File: src/rtl/memory_access_stage_if.sv
// Data-cache request/response bundle shared by the memory access stage and the cache.
interface memory_access_stage_if;
    logic        DCACHE_REQ_VALID;
    logic        DCACHE_REQ_READY;
    logic        DCACHE_REQ_WRITE;
    logic [31:0] DCACHE_ADDR;
    logic [3:0]  DCACHE_WSTRB;
    logic [31:0] DCACHE_WDATA;
    logic        DCACHE_RESP_VALID;
    logic [31:0] DCACHE_RDATA;

    modport master (
        output DCACHE_REQ_VALID, DCACHE_REQ_WRITE, DCACHE_ADDR, DCACHE_WSTRB, DCACHE_WDATA,
        input  DCACHE_REQ_READY, DCACHE_RESP_VALID, DCACHE_RDATA
    );

    modport slave (
        input  DCACHE_REQ_VALID, DCACHE_REQ_WRITE, DCACHE_ADDR, DCACHE_WSTRB, DCACHE_WDATA,
        output DCACHE_REQ_READY, DCACHE_RESP_VALID, DCACHE_RDATA
    );
endinterface

File: src/rtl/memory_access_stage.sv
// Memory access stage: issues data-cache requests, formats load/store lanes and registers
// the write-back result, stalling upstream while an access is outstanding.
//
// state     | meaning
// IDLE      | accepting a new instruction; memops present their request combinationally
// REQ       | request presented, waiting for the cache to accept it
// WAIT_RESP | request accepted, waiting for the completion pulse
// DONE      | response captured in the hold register while downstream is stalled
module memory_access_stage #(
    parameter logic HIGH = 1'b1,
    parameter logic LOW  = 1'b0
) (
    input  logic                         CLK,
    input  logic                         RST,
    input  logic                         STALL_IN,
    input  logic                         CLEAR_IN,
    input  logic [4:0]                   RD_ADDRESS_IN,
    input  logic [31:0]                  ALU_OUT_IN,
    input  logic [2:0]                   DATA_CACHE_LOAD_IN,
    input  logic [1:0]                   DATA_CACHE_STORE_IN,
    input  logic [31:0]                  DATA_CACHE_STORE_DATA_IN,
    input  logic                         WRITE_BACK_MUX_SELECT_IN,
    input  logic                         RD_WRITE_ENABLE_IN,
    memory_access_stage_if.master        dcache,
    output logic                         STALL_OUT,
    output logic                         MISALIGNED_EXCEPTION,
    output logic [4:0]                   RD_ADDRESS_OUT,
    output logic [31:0]                  WB_DATA_OUT,
    output logic                         RD_WRITE_ENABLE_OUT
);

    typedef enum logic [1:0] {IDLE, REQ, WAIT_RESP, DONE} state_t;

    localparam logic [2:0] LD_LB  = 3'b001;
    localparam logic [2:0] LD_LH  = 3'b010;
    localparam logic [2:0] LD_LW  = 3'b011;
    localparam logic [2:0] LD_LBU = 3'b100;
    localparam logic [2:0] LD_LHU = 3'b101;
    localparam logic [1:0] ST_SB  = 2'b01;
    localparam logic [1:0] ST_SH  = 2'b10;
    localparam logic [1:0] ST_SW  = 2'b11;

    state_t state, state_nxt;

    logic        is_load, is_store, is_memop, is_half, is_word, misaligned, issue;
    logic [31:0] st_wdata;
    logic [3:0]  st_wstrb;

    // Request context, captured every IDLE cycle so it is frozen once the access leaves IDLE.
    logic [4:0]  ctx_rd;
    logic [31:0] ctx_alu;
    logic [2:0]  ctx_load;
    logic        ctx_wb_sel, ctx_we, ctx_write;
    logic [3:0]  ctx_wstrb;
    logic [31:0] ctx_wdata;

    logic [4:0]  hold_rd;
    logic [31:0] hold_data;
    logic        hold_we;

    logic [7:0]  lane_b;
    logic [15:0] lane_h;
    logic [31:0] load_data, wb_result;

    always_comb begin
        is_load    = (DATA_CACHE_LOAD_IN >= LD_LB) && (DATA_CACHE_LOAD_IN <= LD_LHU);
        is_store   = (DATA_CACHE_STORE_IN != 2'b00);
        is_memop   = is_load | is_store;
        is_half    = (DATA_CACHE_LOAD_IN == LD_LH) | (DATA_CACHE_LOAD_IN == LD_LHU) |
                     (DATA_CACHE_STORE_IN == ST_SH);
        is_word    = (DATA_CACHE_LOAD_IN == LD_LW) | (DATA_CACHE_STORE_IN == ST_SW);
        misaligned = (is_half & ALU_OUT_IN[0]) | (is_word & (ALU_OUT_IN[1:0] != 2'b00));
        issue      = !STALL_IN & !CLEAR_IN & is_memop & !misaligned;
    end

    always_comb begin
        st_wdata = '0;
        st_wstrb = '0;
        case (DATA_CACHE_STORE_IN)
            ST_SB: begin
                st_wdata = {4{DATA_CACHE_STORE_DATA_IN[7:0]}};
                st_wstrb = 4'b0001 << ALU_OUT_IN[1:0];
            end
            ST_SH: begin
                st_wdata = {2{DATA_CACHE_STORE_DATA_IN[15:0]}};
                st_wstrb = 4'b0011 << ALU_OUT_IN[1:0];
            end
            ST_SW: begin
                st_wdata = DATA_CACHE_STORE_DATA_IN;
                st_wstrb = 4'b1111;
            end
            default: ;
        endcase
    end

    always_comb begin
        if (state == IDLE) begin
            dcache.DCACHE_REQ_VALID = issue;
            dcache.DCACHE_REQ_WRITE = is_store;
            dcache.DCACHE_ADDR      = {ALU_OUT_IN[31:2], 2'b00};
            dcache.DCACHE_WSTRB     = st_wstrb;
            dcache.DCACHE_WDATA     = st_wdata;
        end else begin
            dcache.DCACHE_REQ_VALID = (state == REQ);
            dcache.DCACHE_REQ_WRITE = ctx_write;
            dcache.DCACHE_ADDR      = {ctx_alu[31:2], 2'b00};
            dcache.DCACHE_WSTRB     = ctx_wstrb;
            dcache.DCACHE_WDATA     = ctx_wdata;
        end
    end

    always_comb begin
        lane_b    = dcache.DCACHE_RDATA[{ctx_alu[1:0], 3'b000} +: 8];
        lane_h    = ctx_alu[1] ? dcache.DCACHE_RDATA[31:16] : dcache.DCACHE_RDATA[15:0];
        load_data = '0;
        case (ctx_load)
            LD_LB:   load_data = {{24{lane_b[7]}}, lane_b};
            LD_LH:   load_data = {{16{lane_h[15]}}, lane_h};
            LD_LW:   load_data = dcache.DCACHE_RDATA;
            LD_LBU:  load_data = {24'd0, lane_b};
            LD_LHU:  load_data = {16'd0, lane_h};
            default: ;
        endcase
        wb_result = ctx_wb_sel ? load_data : ctx_alu;
    end

    always_comb begin
        state_nxt = state;
        STALL_OUT = STALL_IN;
        case (state)
            IDLE: begin
                STALL_OUT = STALL_IN | (is_memop & !misaligned & !CLEAR_IN);
                if (issue) state_nxt = dcache.DCACHE_REQ_READY ? WAIT_RESP : REQ;
            end
            REQ: begin
                STALL_OUT = HIGH;
                if (dcache.DCACHE_REQ_READY) state_nxt = WAIT_RESP;
            end
            WAIT_RESP: begin
                STALL_OUT = STALL_IN | !dcache.DCACHE_RESP_VALID;
                if (dcache.DCACHE_RESP_VALID) state_nxt = STALL_IN ? DONE : IDLE;
            end
            DONE: begin
                if (!STALL_IN) state_nxt = IDLE;
            end
            default: state_nxt = IDLE;
        endcase
    end

    always_ff @(posedge CLK) begin
        if (RST) begin
            state                <= IDLE;
            ctx_rd               <= '0;
            ctx_alu              <= '0;
            ctx_load             <= '0;
            ctx_wb_sel           <= LOW;
            ctx_we               <= LOW;
            ctx_write            <= LOW;
            ctx_wstrb            <= '0;
            ctx_wdata            <= '0;
            hold_rd              <= '0;
            hold_data            <= '0;
            hold_we              <= LOW;
            RD_ADDRESS_OUT       <= '0;
            WB_DATA_OUT          <= '0;
            RD_WRITE_ENABLE_OUT  <= LOW;
            MISALIGNED_EXCEPTION <= LOW;
        end else begin
            state                <= state_nxt;
            MISALIGNED_EXCEPTION <= LOW;
            if (state == IDLE) begin
                ctx_rd     <= RD_ADDRESS_IN;
                ctx_alu    <= ALU_OUT_IN;
                ctx_load   <= DATA_CACHE_LOAD_IN;
                ctx_wb_sel <= WRITE_BACK_MUX_SELECT_IN;
                ctx_we     <= RD_WRITE_ENABLE_IN;
                ctx_write  <= is_store;
                ctx_wstrb  <= st_wstrb;
                ctx_wdata  <= st_wdata;
            end
            if ((state == WAIT_RESP) && dcache.DCACHE_RESP_VALID && STALL_IN) begin
                hold_rd   <= ctx_rd;
                hold_data <= wb_result;
                hold_we   <= ctx_we;
            end
            // Unless something below overrides it, every unstalled cycle emits a bubble.
            if (!STALL_IN) begin
                RD_ADDRESS_OUT      <= '0;
                WB_DATA_OUT         <= '0;
                RD_WRITE_ENABLE_OUT <= LOW;
                case (state)
                    IDLE: begin
                        if (!CLEAR_IN && !is_memop) begin
                            RD_ADDRESS_OUT      <= RD_ADDRESS_IN;
                            WB_DATA_OUT         <= ALU_OUT_IN;
                            RD_WRITE_ENABLE_OUT <= RD_WRITE_ENABLE_IN;
                        end else if (!CLEAR_IN && misaligned) begin
                            MISALIGNED_EXCEPTION <= HIGH;
                        end
                    end
                    WAIT_RESP: begin
                        if (dcache.DCACHE_RESP_VALID) begin
                            RD_ADDRESS_OUT      <= ctx_rd;
                            WB_DATA_OUT         <= wb_result;
                            RD_WRITE_ENABLE_OUT <= ctx_we;
                        end
                    end
                    DONE: begin
                        RD_ADDRESS_OUT      <= hold_rd;
                        WB_DATA_OUT         <= hold_data;
                        RD_WRITE_ENABLE_OUT <= hold_we;
                    end
                    default: ;
                endcase
            end
        end
    end

endmodule

File: src/flat_wrapper.sv
// flat-port wrapper written by rule: the top's interface ports become plain ports
module memory_access_stage_flat 
#(
    parameter logic HIGH = 1'b1,
    parameter logic LOW  = 1'b0
)
  (CLK, RST, STALL_IN, CLEAR_IN, RD_ADDRESS_IN, ALU_OUT_IN, DATA_CACHE_LOAD_IN, DATA_CACHE_STORE_IN, DATA_CACHE_STORE_DATA_IN, WRITE_BACK_MUX_SELECT_IN, RD_WRITE_ENABLE_IN, STALL_OUT, MISALIGNED_EXCEPTION, RD_ADDRESS_OUT, WB_DATA_OUT, RD_WRITE_ENABLE_OUT, dcache_DCACHE_REQ_VALID, dcache_DCACHE_REQ_WRITE, dcache_DCACHE_ADDR, dcache_DCACHE_WSTRB, dcache_DCACHE_WDATA, dcache_DCACHE_REQ_READY, dcache_DCACHE_RESP_VALID, dcache_DCACHE_RDATA);
  memory_access_stage_if dcache_i ();
  input  logic CLK;
  input  logic RST;
  input  logic STALL_IN;
  input  logic CLEAR_IN;
  input  logic [4:0] RD_ADDRESS_IN;
  input  logic [31:0] ALU_OUT_IN;
  input  logic [2:0] DATA_CACHE_LOAD_IN;
  input  logic [1:0] DATA_CACHE_STORE_IN;
  input  logic [31:0] DATA_CACHE_STORE_DATA_IN;
  input  logic WRITE_BACK_MUX_SELECT_IN;
  input  logic RD_WRITE_ENABLE_IN;
  output logic STALL_OUT;
  output logic MISALIGNED_EXCEPTION;
  output logic [4:0] RD_ADDRESS_OUT;
  output logic [31:0] WB_DATA_OUT;
  output logic RD_WRITE_ENABLE_OUT;
  output wire logic [$bits(dcache_i.DCACHE_REQ_VALID)-1:0] dcache_DCACHE_REQ_VALID;
  output wire logic [$bits(dcache_i.DCACHE_REQ_WRITE)-1:0] dcache_DCACHE_REQ_WRITE;
  output wire logic [$bits(dcache_i.DCACHE_ADDR)-1:0] dcache_DCACHE_ADDR;
  output wire logic [$bits(dcache_i.DCACHE_WSTRB)-1:0] dcache_DCACHE_WSTRB;
  output wire logic [$bits(dcache_i.DCACHE_WDATA)-1:0] dcache_DCACHE_WDATA;
  input wire logic [$bits(dcache_i.DCACHE_REQ_READY)-1:0] dcache_DCACHE_REQ_READY;
  input wire logic [$bits(dcache_i.DCACHE_RESP_VALID)-1:0] dcache_DCACHE_RESP_VALID;
  input wire logic [$bits(dcache_i.DCACHE_RDATA)-1:0] dcache_DCACHE_RDATA;
  assign dcache_DCACHE_REQ_VALID = dcache_i.DCACHE_REQ_VALID;
  assign dcache_DCACHE_REQ_WRITE = dcache_i.DCACHE_REQ_WRITE;
  assign dcache_DCACHE_ADDR = dcache_i.DCACHE_ADDR;
  assign dcache_DCACHE_WSTRB = dcache_i.DCACHE_WSTRB;
  assign dcache_DCACHE_WDATA = dcache_i.DCACHE_WDATA;
  assign dcache_i.DCACHE_REQ_READY = dcache_DCACHE_REQ_READY;
  assign dcache_i.DCACHE_RESP_VALID = dcache_DCACHE_RESP_VALID;
  assign dcache_i.DCACHE_RDATA = dcache_DCACHE_RDATA;
  memory_access_stage #(.HIGH(HIGH), .LOW(LOW)) u_core (.CLK(CLK), .RST(RST), .STALL_IN(STALL_IN), .CLEAR_IN(CLEAR_IN), .RD_ADDRESS_IN(RD_ADDRESS_IN), .ALU_OUT_IN(ALU_OUT_IN), .DATA_CACHE_LOAD_IN(DATA_CACHE_LOAD_IN), .DATA_CACHE_STORE_IN(DATA_CACHE_STORE_IN), .DATA_CACHE_STORE_DATA_IN(DATA_CACHE_STORE_DATA_IN), .WRITE_BACK_MUX_SELECT_IN(WRITE_BACK_MUX_SELECT_IN), .RD_WRITE_ENABLE_IN(RD_WRITE_ENABLE_IN), .dcache(dcache_i), .STALL_OUT(STALL_OUT), .MISALIGNED_EXCEPTION(MISALIGNED_EXCEPTION), .RD_ADDRESS_OUT(RD_ADDRESS_OUT), .WB_DATA_OUT(WB_DATA_OUT), .RD_WRITE_ENABLE_OUT(RD_WRITE_ENABLE_OUT));
endmodule
File: config.mk
export PLATFORM = sky130hd
export DESIGN_NAME = memory_access_stage_flat
export DESIGN_NICKNAME = d
export VERILOG_FILES = /design/src/rtl/memory_access_stage_if.sv /design/src/rtl/memory_access_stage.sv /design/src/flat_wrapper.sv
export SDC_FILE = /design/constraint.sdc
export NUM_CORES = 1
export LEC_CHECK = 0
export BUFFER_PORTS_ARGS = -buffer_cell sky130_fd_sc_hd__buf_4
export CORE_MARGIN = 1
export CORE_UTILIZATION = 35
export CTS_CLUSTER_DIAMETER = 60
export DETAILED_ROUTE_END_ITERATION = 10
export SLEW_MARGIN = 20
export SYNTH_ARGS = -nofsm -noshare
export SYNTH_HDL_FRONTEND = slang
export SYNTH_SLANG_ARGS = --single-unit
File: constraint.sdc
create_clock -name CLK -period 3.2 [get_ports CLK]
set_clock_uncertainty 0.15 [all_clocks]
set_input_delay 0.8 -clock CLK [delete_from_list [all_inputs] [get_ports CLK]]
set_output_delay 0.8 -clock CLK [all_outputs]
set_load 0.01 [all_outputs]
# Word level (Yosys, flattened, before mapping)

Index checks and enable logic that the tools add are counted.

Register bits after elaboration: 158
Latch bits: 0
Bits in writable memories: 0
Bits in read-only memories: 0
Input port bits: 114
Logic and storage cells: 97
Memories kept: 0

$add $sub $neg: 0
Multiply operators: 0
Div/mod/pow operators: 0
$lt $le $gt $ge: 2
Equality and inequality tests: 18
Shifts and indexed selects: 3
Mux-type cells: 28
Bitwise gates (word level): 15
Reductions and logical operators: 15

Operators by type and width:

| operator                                      | number |
|---|---|
| one-hot mux 32 bit (3 select lines)           | 2 |
| 2-to-1 mux 32 bit                             | 5 |
| one-hot mux 32 bit (5 select lines)           | 1 |
| indexed part select 32 x 6 -> 8 bit           | 1 |
| 2-to-1 mux 16 bit                             | 1 |
| one-hot mux 5 bit (3 select lines)            | 1 |
| == test 3 x 2 -> 1 bit, second input constant | 4 |
| 2-to-1 mux 2 bit                              | 6 |
| one-hot mux 4 bit (3 select lines)            | 1 |
| 2-to-1 mux 5 bit                              | 2 |
| == test 3 bit, second input constant          | 3 |
| == test 2 bit, second input constant          | 4 |
| one-hot mux 2 bit (4 select lines)            | 1 |
| bitwise AND 1 bit                             | 7 |
| bitwise OR 1 bit                              | 7 |
| != test 2 bit, second input constant          | 3 |
| one-hot mux 1 bit (3 select lines)            | 2 |
| logical AND 1 bit                             | 5 |
| zero test 1 bit                               | 5 |
| 2-to-1 mux 1 bit                              | 5 |
| == test 2 x 1 -> 1 bit, second input constant | 2 |
| 2-to-1 mux 4 bit                              | 1 |
| AND reduction 4 bit                           | 1 |
| nonzero test 2 bit                            | 2 |
| 9 further kinds                               | 9 |

# Depth between registers and ports, before layout

Depth in word-level cells: 10
Mapped depth: 9

# Least setup slack after synthesis

No wires, ideal clock.

Path type: in2out
From: in DATA_CACHE_STORE_IN[1]
To: out dcache_DCACHE_WDATA[0]
Arrival: 2.040 ns
Data required time: 2.250 ns
Path slack: 0.210 ns
Cell stages on the path: 8
Path buffers: 2
Cell sequence: inv_1 -> ha_1 -> buf_2 -> or2_2 -> clkbuf_1 -> nor2_1 -> nor2_2 -> a22o_1

Longest elaborated chain between the ends: 3
Elaborated cells on any way between the ends: 5
Those cells by class: 3 x eq/ne; 2 x mux

Ends and longest elaborated chain:

| element                                                        | RTL line                  | RTL |
|---|---|---|
| from (decl)                                                    | flat_wrapper.sv:16        | `input logic [1:0] DATA_CACHE_STORE_IN;` |
| == test 2 bit / == test 2 x 1 -> 1 bit (equally long branches) | memory_access_stage.sv:79 | `case (DATA_CACHE_STORE_IN)` |
| one-hot mux 32 bit (3 select lines) (*)                        | memory_access_stage.sv:79 |  |
| 2-to-1 mux 32 bit (*)                                          | memory_access_stage.sv:97 | `if (state == IDLE) begin` |
| to (decl)                                                      | flat_wrapper.sv:29        | `output wire logic [$bits(dcache_i.DCACHE_WDATA)-1:0] dcache_DCACHE_WDATA;` |

Mark *: on every way between the ends. The rest lies on a longest branch, timed or not.

# Worst setup path in the final report

From: in DATA_CACHE_STORE_IN[0]
To: out dcache_DCACHE_REQ_VALID

Longest elaborated chain between the ends: 7
Elaborated cells on any way between the ends: 13
Those cells by class: 2 x eq/ne; 1 x mux; 8 x bitwise; 2 x reduce/logical

Ends and longest elaborated chain:

| element                                    | RTL line                                             | RTL |
|---|---|---|
| == test 2 bit, on equally long branches    | memory_access_stage.sv:70, memory_access_stage.sv:71 |  |
| bitwise OR 1 bit, on equally long branches | memory_access_stage.sv:69, memory_access_stage.sv:71 |  |
| bitwise AND 1 bit                          | memory_access_stage.sv:72                            | `misaligned = (is_half & ALU_OUT_IN[0]) \| (is_word & (ALU_OUT_IN[1:0] != 2'b00));` |
| bitwise OR 1 bit                           | memory_access_stage.sv:72                            |  |
| zero test 1 bit                            | memory_access_stage.sv:73                            | `issue = !STALL_IN & !CLEAR_IN & is_memop & !misaligned;` |
| bitwise AND 1 bit (*)                      | memory_access_stage.sv:73                            |  |
| 2-to-1 mux 1 bit (*)                       | memory_access_stage.sv:97                            |  |
| to (decl)                                  | flat_wrapper.sv:25                                   | `output wire logic [$bits(dcache_i.DCACHE_REQ_VALID)-1:0] dcache_DCACHE_REQ_VALID;` |

Marked as above.

==> flow_summary.ini <==
[min_path]
min_from = u_core.hold_rd[1]
hold_class = reg2reg
whs_endpoint = u_core.hold_rd[1]
whs_path_depth = 2

[layout]
final_common_cell = buf_4
num-fill-cells = 2245
regArea_mm2 = 0.003164
drive_above_1_share = 0.2567
syn_to_final_growth_pct = 31.69
final_util = 0.4754
most-common-layout-cells = 252 x buf_4, 214 x nand2_1, 157 x dfxtp_1
multi_input_comb_area_mm2 = 0.004395
nets = 1333

[floorplan]
initial_core_util = 0.3610
ioPinCount = 224
die_w_um = 153.0
num_rows = 54
die_y_um = 153.0
coreArea_mm2 = 0.02209
die_area_mm2 = 0.02339

[sta]
tightest_slew_ps = 809.5
rsz0062_at_grt = false
hold_viol_final = 0
setup-tns-final_ps = 0
final-setup-viol-count = 0
period_share = 0.9778
worst_slack_ps = 71.00
finalCriticalPeriod_ps = 3129
drv_slew = 0
relSlewSlack = 0.4596
fmax_mhz = 319.6

[clock_network]
cts_tree = done
clockBufferDepth = 2
htree_levels = 4
root_buffer = clkbuf_16
clk_latency_ps = 420
cts_inserted_buffers = 17
cts.sinks = 158
cts_setup_buffers = 0
cts.clk_slew.worst_paths_ps = 60

[place]
gp_congestion = 0.8582
hpwl_mm = 19.53
placement.io_buffers = 221
preCtsSetupSlack_ps = -52.14

[yosys]
synth_seq_area_share = 0.3966
synth_fa_ha_area_frac = 0.009099
synth-simple-area-share = 0.2374
synth.avg_cell_area_um2 = 7.750
synth_top_family_by_area = compound AO/OA/AOI/OAI gates
synth_flop_cell = dfxtp_1
synth-xor-area-share = 0.001098
yosys_warnings = 0
synth_cell_types = 64
synthesis.instances = 1029
synth_edf_count = 0
synth_compound_area_frac = 0.2749
ys_ff_latch = 158
syn_area_mm2 = 0.007975
synthMuxAreaShare = 0.02306
async_reset_ff_frac = 0

[worst_setup_path]
max_stage_delay_ps = 430
cp_num_buf_inv = 4
arrival_ps = 2180
cp_max_fo = 4
criticalPathCategory = in2out
cp.required_ps = 2250
reg2reg_depth = 6
crit_path_start_kind = primary input
worstPathCellList = buf_4 > inv_1 > buf_4 > ha_1 > o21ai_0 > nand2_1 > or4_1 > nand2_1 > buf_4
worst_path_most_repeated_cell = buf_4
crit_path_end_kind = output port
rr_endpoint = u_core.WB_DATA_OUT[22]
critPathSlowestCell = or4_1
cpLargestDelayFamily = simple AND/OR/NAND/NOR gates
r2r_start = u_core.ctx_load[0]
rrSetupSlack_ps = 710

[grt]
grt_pass1_wl_mm = 43.43
grt_start_max_net_pins = 83
grtUsageTotal = 0.2347
grt_pass1_vias = 7981
grt_antenna_before_repair = 1
overflow = 0

[power]
power_density_mw_per_mm2 = 494.8
p_leak_nw = 4.446
ir_drop_mv = 0.3104

[job]
drv_cap = 0

[drt]
drtPass1Iterations = 5
vias = 8197
postRouteAntennaNets = 0
viasPerCell = 5.436
routed_wl_mm = 27.54
drt_iter0_markers = 628
wl_per_cell_um = 18.26
drc = 0

[status]
status = finished clean
## stage by stage
stage | power (mW) | instance area, µm² | hold WS [ps] | std cells
5_1_grt | 5.422 | 10500 | 323.0 | 1507
4_1_cts | 5.232 | 10480 | 308.8 | 1507
3_5_place_dp | 3.234 | 9898 | 295.7 | 1475
6_report | 5.197 | 10500 | 306.2 | 1508
2_1_floorplan | 2.737 | 7979 | 274.9 | 1030
3_3_place_gp | 3.229 | 9898 | 288.7 | 1475
## Yosys cell counts (all sizes together), types with 2 or more instances
cell    count  area share
nand2     214        0.10
dfxtp     158        0.40
a21oi     120       0.076
o21ai      60       0.038
clkbuf     51       0.024
nor2       44       0.021
nor2b      44       0.035
buf        39       0.025
a22oi      31       0.029
nand3      23       0.016
a211oi     20       0.019
a21o       18       0.018
and3       17       0.013
inv        17      0.0080
nand3b     17       0.016
mux2i      15       0.019
o211ai     15       0.014
a31oi      10      0.0078
o31ai       9      0.0085
a22o        8      0.0088
nor3        8      0.0050
o221ai      8      0.0088
a311o       7      0.0088
a311oi      7      0.0077
a32oi       7      0.0077
nand4       7      0.0055
o221a       7      0.0099
a221oi      6      0.0066
and3b       5      0.0055
ha          5      0.0078
and2        4      0.0031
nand2b      4      0.0035
or2         4      0.0031
nor3b       2      0.0033
nor4bb      2      0.0025
or4         2      0.0019
## worst max path at each step
stage,start,end,slack (ps),cells past startpoint
2_1_floorplan,DATA_CACHE_STORE_IN[1],dcache_DCACHE_WDATA[0],210,8
3_3_place_gp,DATA_CACHE_STORE_IN[0],dcache_DCACHE_REQ_VALID,-6,8
3_5_place_dp,DATA_CACHE_STORE_IN[0],dcache_DCACHE_WDATA[3],-50,7
4_1_cts,DATA_CACHE_STORE_IN[0],dcache_DCACHE_REQ_VALID,40,8
5_1_grt,DATA_CACHE_STORE_IN[0],dcache_DCACHE_WDATA[16],7,7
6_report,DATA_CACHE_STORE_IN[0],dcache_DCACHE_REQ_VALID,70,9
## timing repair
action                     4_1_cts  5_1_grt
hold buffers                     0        0
pin swaps                        1        0
setup endpoints to repair        9       23
resized for setup                3        5
## where the power goes
group	switching (mW)	internal (mW)
Clock	0.886	1.11
Sequential	0.0647	2.06
Combinational	0.602	0.473
## layout make-up
cell class | instances | share of cell area
multi-input combinational | 764 | 0.4185
sequential | 158 | 0.3013
clock buffer | 18 | 0.04182
antenna | 1 | 0.0002383
timing repair buffer | 255 | 0.1858
tap | 280 | 0.03336
inverter | 18 | 0.006433
clock inverter | 14 | 0.01251
## metal layers
metal | GRT usage | routed length (µm) | vias up
met1 | 0.3167 | 12900 | 3837
met2 | 0.3681 | 12330 | 288
met4 | 0.08562 | 654 | 0
met5 | 0 | 0 | -
li1 | - | - | 4032
met3 | 0.04990 | 1657 | 40
## state kept, by name, indices dropped and copies added (netlist names), 2 cells and up
signal	count
u_core.ctx_rd	5
u_core.ctx_wdata	32
u_core.ctx_alu	32
u_core.hold_rd	5
u_core.hold_data	32
u_core.RD_ADDRESS_OUT	5
u_core.ctx_load	3
u_core.ctx_wstrb	4
u_core.state	2
u_core.WB_DATA_OUT	32
## worst reg2reg max path, cell delays in order (launching register included)
cell and delay [ps]:
dfxtp_1 850, and3b_1 510, buf_4 270, and3_1 210, a21oi_1 60, a21oi_1 230
a311o_1 150
## logic make-up (layout without fill, tap and decap cells)
kind of cell	after synthesis	after routing
AND/OR/NAND/NOR	399	399
AO/OA/AOI/OAI	339	339
flip-flops	158	158
buffers and inverters	108	305
multiplexers	17	17
adder cells (fa/ha/maj)	6	6
other	1	3
XOR/XNOR	1	1
(Power assumes the default switching activity.)
